### src/rtl/mem_ctrl.sv
// mem_ctrl: byte-addressed load/store controller for port A of the 32-bit block RAM.
// Define MEM_CTRL_SUBWORD_EN to build byte/half support; without it only aligned word accesses succeed.
module mem_ctrl #(
   parameter int ADDR_W = 11
) (
   input  logic              clk,
   input  logic              rst,
   input  logic              req,
   input  logic              we,
   input  logic [1:0]        size,
   input  logic              sext,
   input  logic [31:0]       addr,
   input  logic [31:0]       wdata,
   output logic [31:0]       rdata,
   output logic              ready,
   output logic              err,
   output logic              busy,
   output logic [ADDR_W-1:0] mem_addr,
   output logic [31:0]       mem_din,
   output logic              mem_we,
   input  logic [31:0]       mem_dout
);

   typedef enum logic [2:0] {IDLE, RD_WAIT, RD_DATA, WR, DONE} state_t;

   state_t state;
   state_t state_next;
   logic   op_we;
   logic   bad;
   logic   unused_bits;

`ifdef MEM_CTRL_SUBWORD_EN
   logic [1:0]  op_size;
   logic        op_sext;
   logic [1:0]  op_lane;
   logic [15:0] op_wdata;
   logic [7:0]  rd_byte;
   logic [15:0] rd_half;
   logic [31:0] load_val;
   logic [31:0] merge_val;

   assign bad = (size == 2'b11) || (size == 2'b01 && addr[0]) ||
                (size == 2'b10 && addr[1:0] != 2'b00);
   assign unused_bits = ^addr[31:ADDR_W+2];

   // Lane extraction for loads and lane replacement for read-modify-write stores.
   always_comb begin
      rd_byte   = mem_dout[7:0];
      merge_val = mem_dout;
      load_val  = mem_dout;
      case (op_lane)
         2'd0: begin rd_byte = mem_dout[7:0];   merge_val[7:0]   = op_wdata[7:0]; end
         2'd1: begin rd_byte = mem_dout[15:8];  merge_val[15:8]  = op_wdata[7:0]; end
         2'd2: begin rd_byte = mem_dout[23:16]; merge_val[23:16] = op_wdata[7:0]; end
         default: begin rd_byte = mem_dout[31:24]; merge_val[31:24] = op_wdata[7:0]; end
      endcase
      rd_half = op_lane[1] ? mem_dout[31:16] : mem_dout[15:0];
      if (op_size == 2'b01) begin
         merge_val = op_lane[1] ? {op_wdata, mem_dout[15:0]} : {mem_dout[31:16], op_wdata};
      end
      case (op_size)
         2'b00:   load_val = {{24{op_sext & rd_byte[7]}}, rd_byte};
         2'b01:   load_val = {{16{op_sext & rd_half[15]}}, rd_half};
         default: load_val = mem_dout;
      endcase
   end
`else
   assign bad = (size != 2'b10) || (addr[1:0] != 2'b00);
   assign unused_bits = ^{addr[31:ADDR_W+2], sext};
`endif

   assign ready  = (state == DONE);
   assign busy   = (state != IDLE);
   assign mem_we = (state == WR);

   always_ff @(posedge clk) begin
      if (rst) state <= IDLE;
      else     state <= state_next;
   end

   // Only full-word stores skip the read; everything rejected goes straight to DONE.
   always_comb begin
      state_next = state;
      case (state)
         IDLE: begin
            if (req) begin
               if (bad)                      state_next = DONE;
               else if (we && size == 2'b10) state_next = WR;
               else                          state_next = RD_WAIT;
            end
         end
         RD_WAIT: state_next = RD_DATA;
         RD_DATA: state_next = op_we ? WR : DONE;
         WR:      state_next = DONE;
         DONE:    state_next = IDLE;
         default: state_next = IDLE;
      endcase
   end

   // Request capture on accept; RAM data consumed only in RD_DATA.
   always_ff @(posedge clk) begin
      if (rst) begin
         rdata    <= '0;
         mem_addr <= '0;
         mem_din  <= '0;
         err      <= 1'b0;
         op_we    <= 1'b0;
`ifdef MEM_CTRL_SUBWORD_EN
         op_size  <= '0;
         op_sext  <= 1'b0;
         op_lane  <= '0;
         op_wdata <= '0;
`endif
      end else begin
         case (state)
            IDLE: begin
               if (req) begin
                  op_we    <= we;
                  err      <= bad;
                  mem_addr <= addr[ADDR_W+1:2];
`ifdef MEM_CTRL_SUBWORD_EN
                  op_size  <= size;
                  op_sext  <= sext;
                  op_lane  <= addr[1:0];
                  op_wdata <= wdata[15:0];
`endif
                  if (!bad && we && size == 2'b10) mem_din <= wdata;
               end
            end
            RD_DATA: begin
`ifdef MEM_CTRL_SUBWORD_EN
               if (op_we) mem_din <= merge_val;
               else       rdata   <= load_val;
`else
               rdata <= mem_dout;
`endif
            end
            default: ;
         endcase
      end
   end

endmodule

### config.mk
export PLATFORM = sky130hd
export DESIGN_NAME = mem_ctrl
export DESIGN_NICKNAME = d
export VERILOG_FILES = /design/src/rtl/mem_ctrl.sv
export SDC_FILE = /design/constraint.sdc
export NUM_CORES = 1
export LEC_CHECK = 0
export BUFFER_PORTS_ARGS = -buffer_cell sky130_fd_sc_hd__buf_2
export CAP_MARGIN = 20
export CORE_MARGIN = 4
export CORE_UTILIZATION = 25
export DETAILED_ROUTE_END_ITERATION = 8
export PLACE_DENSITY_LB_ADDON = 0.25
export SKIP_CTS_REPAIR_TIMING = 1
export SLEW_MARGIN = 20
export SYNTH_ARGS = -nofsm -noshare
export SYNTH_HDL_FRONTEND = slang
export SYNTH_SLANG_ARGS = --single-unit
### constraint.sdc
create_clock -name clk -period 4.15 [get_ports clk]
set_clock_uncertainty 0.1 [all_clocks]
set_input_delay 0.83 -clock clk [delete_from_list [all_inputs] [get_ports clk]]
set_output_delay 0.83 -clock clk [all_outputs]
set_load 0.02 [all_outputs]
==> reports/qor.csv <==
metric,value,unit
cell family with most CP delay,simple AND/OR/NAND/NOR gates,
cell count after synthesis,359,
"Max stage delay cell, worst path",sky130_fd_sc_hd__and3_2,
largest stage delay on the critical path,950,ps
Layout Nets,609,
static leakage,0.00191,uW
global-route wire length before repair,14000,um
die area,14800,um2
filler cell count,1345,
crit-path max FO,32,
setup slack of the worst register-to-register path,1810,ps
startpoint of the most critical hold path,rdata[19],
pre-CTS setup slack,1150,ps
reg2reg start,state[0],
Bufs on Longest Clock Path,2,
path category of the worst min-delay check,reg2reg,
syn_nets,462,
startpoint type of the worst setup path,input port,
Cell variety after synth,25,
clock latency on the worst-skew pair,340,ps
Final setup violation count,0,
outcome,completed,
number of antenna violations at the first check in global routing,0,
capture point of the worst reg-to-reg path,mem_din[15],
via total after detailed routing,2854,
maximum number of pins on one net before global-route repair,76,
final max-slew violation count,0,
"FF+latch count, synth",80,
H-tree lvl count,3,
count of routing violations after the opening detailed-route iteration,82,
number of buffers created by CTS,9,
Post-Place Cell Area,4110,um2
unrepaired setup endpoints after global routing,false,
pin slew with the least headroom to its limit,1000,ps
synthesis warning total,0,
effective utilization at floorplan,25.6,%
first-pass detailed-route iteration total,4,
clock tree from TritonCTS,yes,
"Hold Violations, Final",0,
PwrDens,384,nW/um2
sequential fraction of the synthesis area,49.5,%
"leading cell types in the layout, fill and taps excluded","sky130_fd_sc_hd__buf_2 (160), sky130_fd_sc_hd__nand2_1 (89), sky130_fd_sc_hd__dfxtp_1 (80)",
finished layout cell area,4400,um2
area of the mapped netlist,3230,um2
average wire per standard cell,12.5,um
post-DR vias/cell,4.18,
fin crit share,61.4,%
series of cell instances along the critical path,"buf_2, nor4b_2, and3_2, mux2i_1",
worst path arrival time,2710,ps
sequential cell area,1600,um2
DRC,0,
clock tree root buffer cell,sky130_fd_sc_hd__clkbuf_16,
cell types with the largest area share after synthesis,"sky130_fd_sc_hd__dfxtp_1 (50%), sky130_fd_sc_hd__nand2b_1 (13%), sky130_fd_sc_hd__nand2_1 (10%), sky130_fd_sc_hd__mux2i_1 (10%), sky130_fd_sc_hd__a21oi_1 (7.0%)",
overflow left after global routing,0,
mean instance size in the synthesized netlist,9.01,um2
number of global-route vias before repair,2874,
Global Route Usage Sum,12.1,%
area occupied by multi-input gates,1460,um2
total number of placement rows,41,
DRT Wirelength,8520,um
synthesis-to-layout area growth,36.1,%
worst reg-to-reg path cell count,4,
clk sink count,80,
routability-driven placement congestion ratio,0.665,
Sum Neg Setup Slack,0,ps
class of the most critical setup path,in2reg,
endpoint class of the critical path,register,
standard cell core area,12600,um2
highest achievable clock rate,393,MHz
count of buffer and inverter cells on the critical path,1,
final HPWL from detailed placement,6070,um
top cell type's share of synthesized area,49.5,%
width of the die,122,um
Final ANT Viol Nets,0,
final period demand of the worst path,2550,ps
Worst-path clk slew,60,ps
# IOs,182,
Port Buf Inserts,161,
required time worst endpoint,4310,ps
max_slew headroom,33.2,%
Hold Path Sink,rdata[19],
Diodes inserted,0,
Vert. Die Dim,122,um
most common library cell in the layout ignoring fill and taps,sky130_fd_sc_hd__buf_2,
max-cap violations,0,
cell accounting for the most synthesized area,sky130_fd_sc_hd__dfxtp_1,
hold depth,2,
final worst-path setup slack,1600,ps
highest ir drop seen on vdd,0.227,mV
fraction of layout cells with a size suffix above 1,36.0,%
## flip-flops by register name, indices dropped and copies added (netlist names)
| register | cells |
|---|---|
| mem_din | 32 |
| rdata | 32 |
| mem_addr | 11 |
| state | 3 |
| err | 1 |
| op_we | 1 |
## stage by stage
stage / utilization [%] / power [uW] / hold slack, ps / std cells
after CTS: 34.8 / 1730 / 356 / 683
after floorplan: - / 876 / 363 / 359
final: 34.9 / 1690 / 353 / 683
after global routing: 34.9 / 1770 / 378 / 683
after global placement: 32.6 / 935 / 340 / 667
after detailed placement: 32.6 / 938 / 347 / 667
## report_power, final
part           switching [uW]  leakage, uW  internal (uW)
logic                    67.7      0.00113           62.2
clock network             308     0.000138            462
registers                8.30     0.000647            780
## cell type report
type                       instances  share of cell area (%)
sequential                        80                    36.4
multi-input combinational        251                    33.2
timing repair buffer             164                    18.9
clock buffer                      10                    5.20
tap                              172                    4.89
clock inverter                     6                    1.37
## cell families after synthesis
kind of cell	count (synthesis)	synth area share, %
and+or+nand+nor	170	27.2
AOI/OAI and AO/OA	48	7.62
buffers and inverters	28	5.46
DFF	80	49.5
muxes	33	10.2
## worst max-delay path by stage
stage / start / end / depth (start not counted)
finish: size[0] / mem_din[15] / 4
global route: size[0] / mem_din[29] / 4
CTS: size[0] / mem_din[19] / 4
detailed placement: size[0] / mem_din[10] / 4
global placement: size[0] / mem_din[9] / 4
floorplan: size[0] / mem_din[10] / 5
## routing by layer
layer  vias to the layer above  track usage, %  share of wire [%]
li1                       1459               -                  -
met1                      1279            13.7                 41
met2                       105            19.4                 47
met3                        11            6.50                 11
met4                         0            3.99                1.2
met5                         -               0                  0
## cell usage after synthesis
library cell               number
sky130_fd_sc_hd__a211oi_1       1
sky130_fd_sc_hd__a21oi_1       45
sky130_fd_sc_hd__mux2i_1       33
sky130_fd_sc_hd__clkbuf_1      17
sky130_fd_sc_hd__buf_12         3
sky130_fd_sc_hd__nor4b_2        1
sky130_fd_sc_hd__nor3_1         1
sky130_fd_sc_hd__nand2_1       89
sky130_fd_sc_hd__dfxtp_1       80
sky130_fd_sc_hd__or4b_1         1
sky130_fd_sc_hd__nor4_1         1
sky130_fd_sc_hd__and2_1         1
sky130_fd_sc_hd__nor4b_4        1
sky130_fd_sc_hd__a221oi_1       1
sky130_fd_sc_hd__buf_6          2
sky130_fd_sc_hd__o21ai_0        1
sky130_fd_sc_hd__or3b_2         1
sky130_fd_sc_hd__buf_2          6
sky130_fd_sc_hd__and3_1         1
sky130_fd_sc_hd__nor3b_1        2
sky130_fd_sc_hd__nor3b_2        1
sky130_fd_sc_hd__or3_1          3
sky130_fd_sc_hd__nand2b_1      65
sky130_fd_sc_hd__nor2_1         1
sky130_fd_sc_hd__nor2b_1        1
## worst min-delay path, stage by stage, from the launching register on
cell	delay, ps
sky130_fd_sc_hd__dfxtp_1	300
sky130_fd_sc_hd__nand2_1	50
sky130_fd_sc_hd__a21oi_1	50
Power figures use the tool's default switching activity.
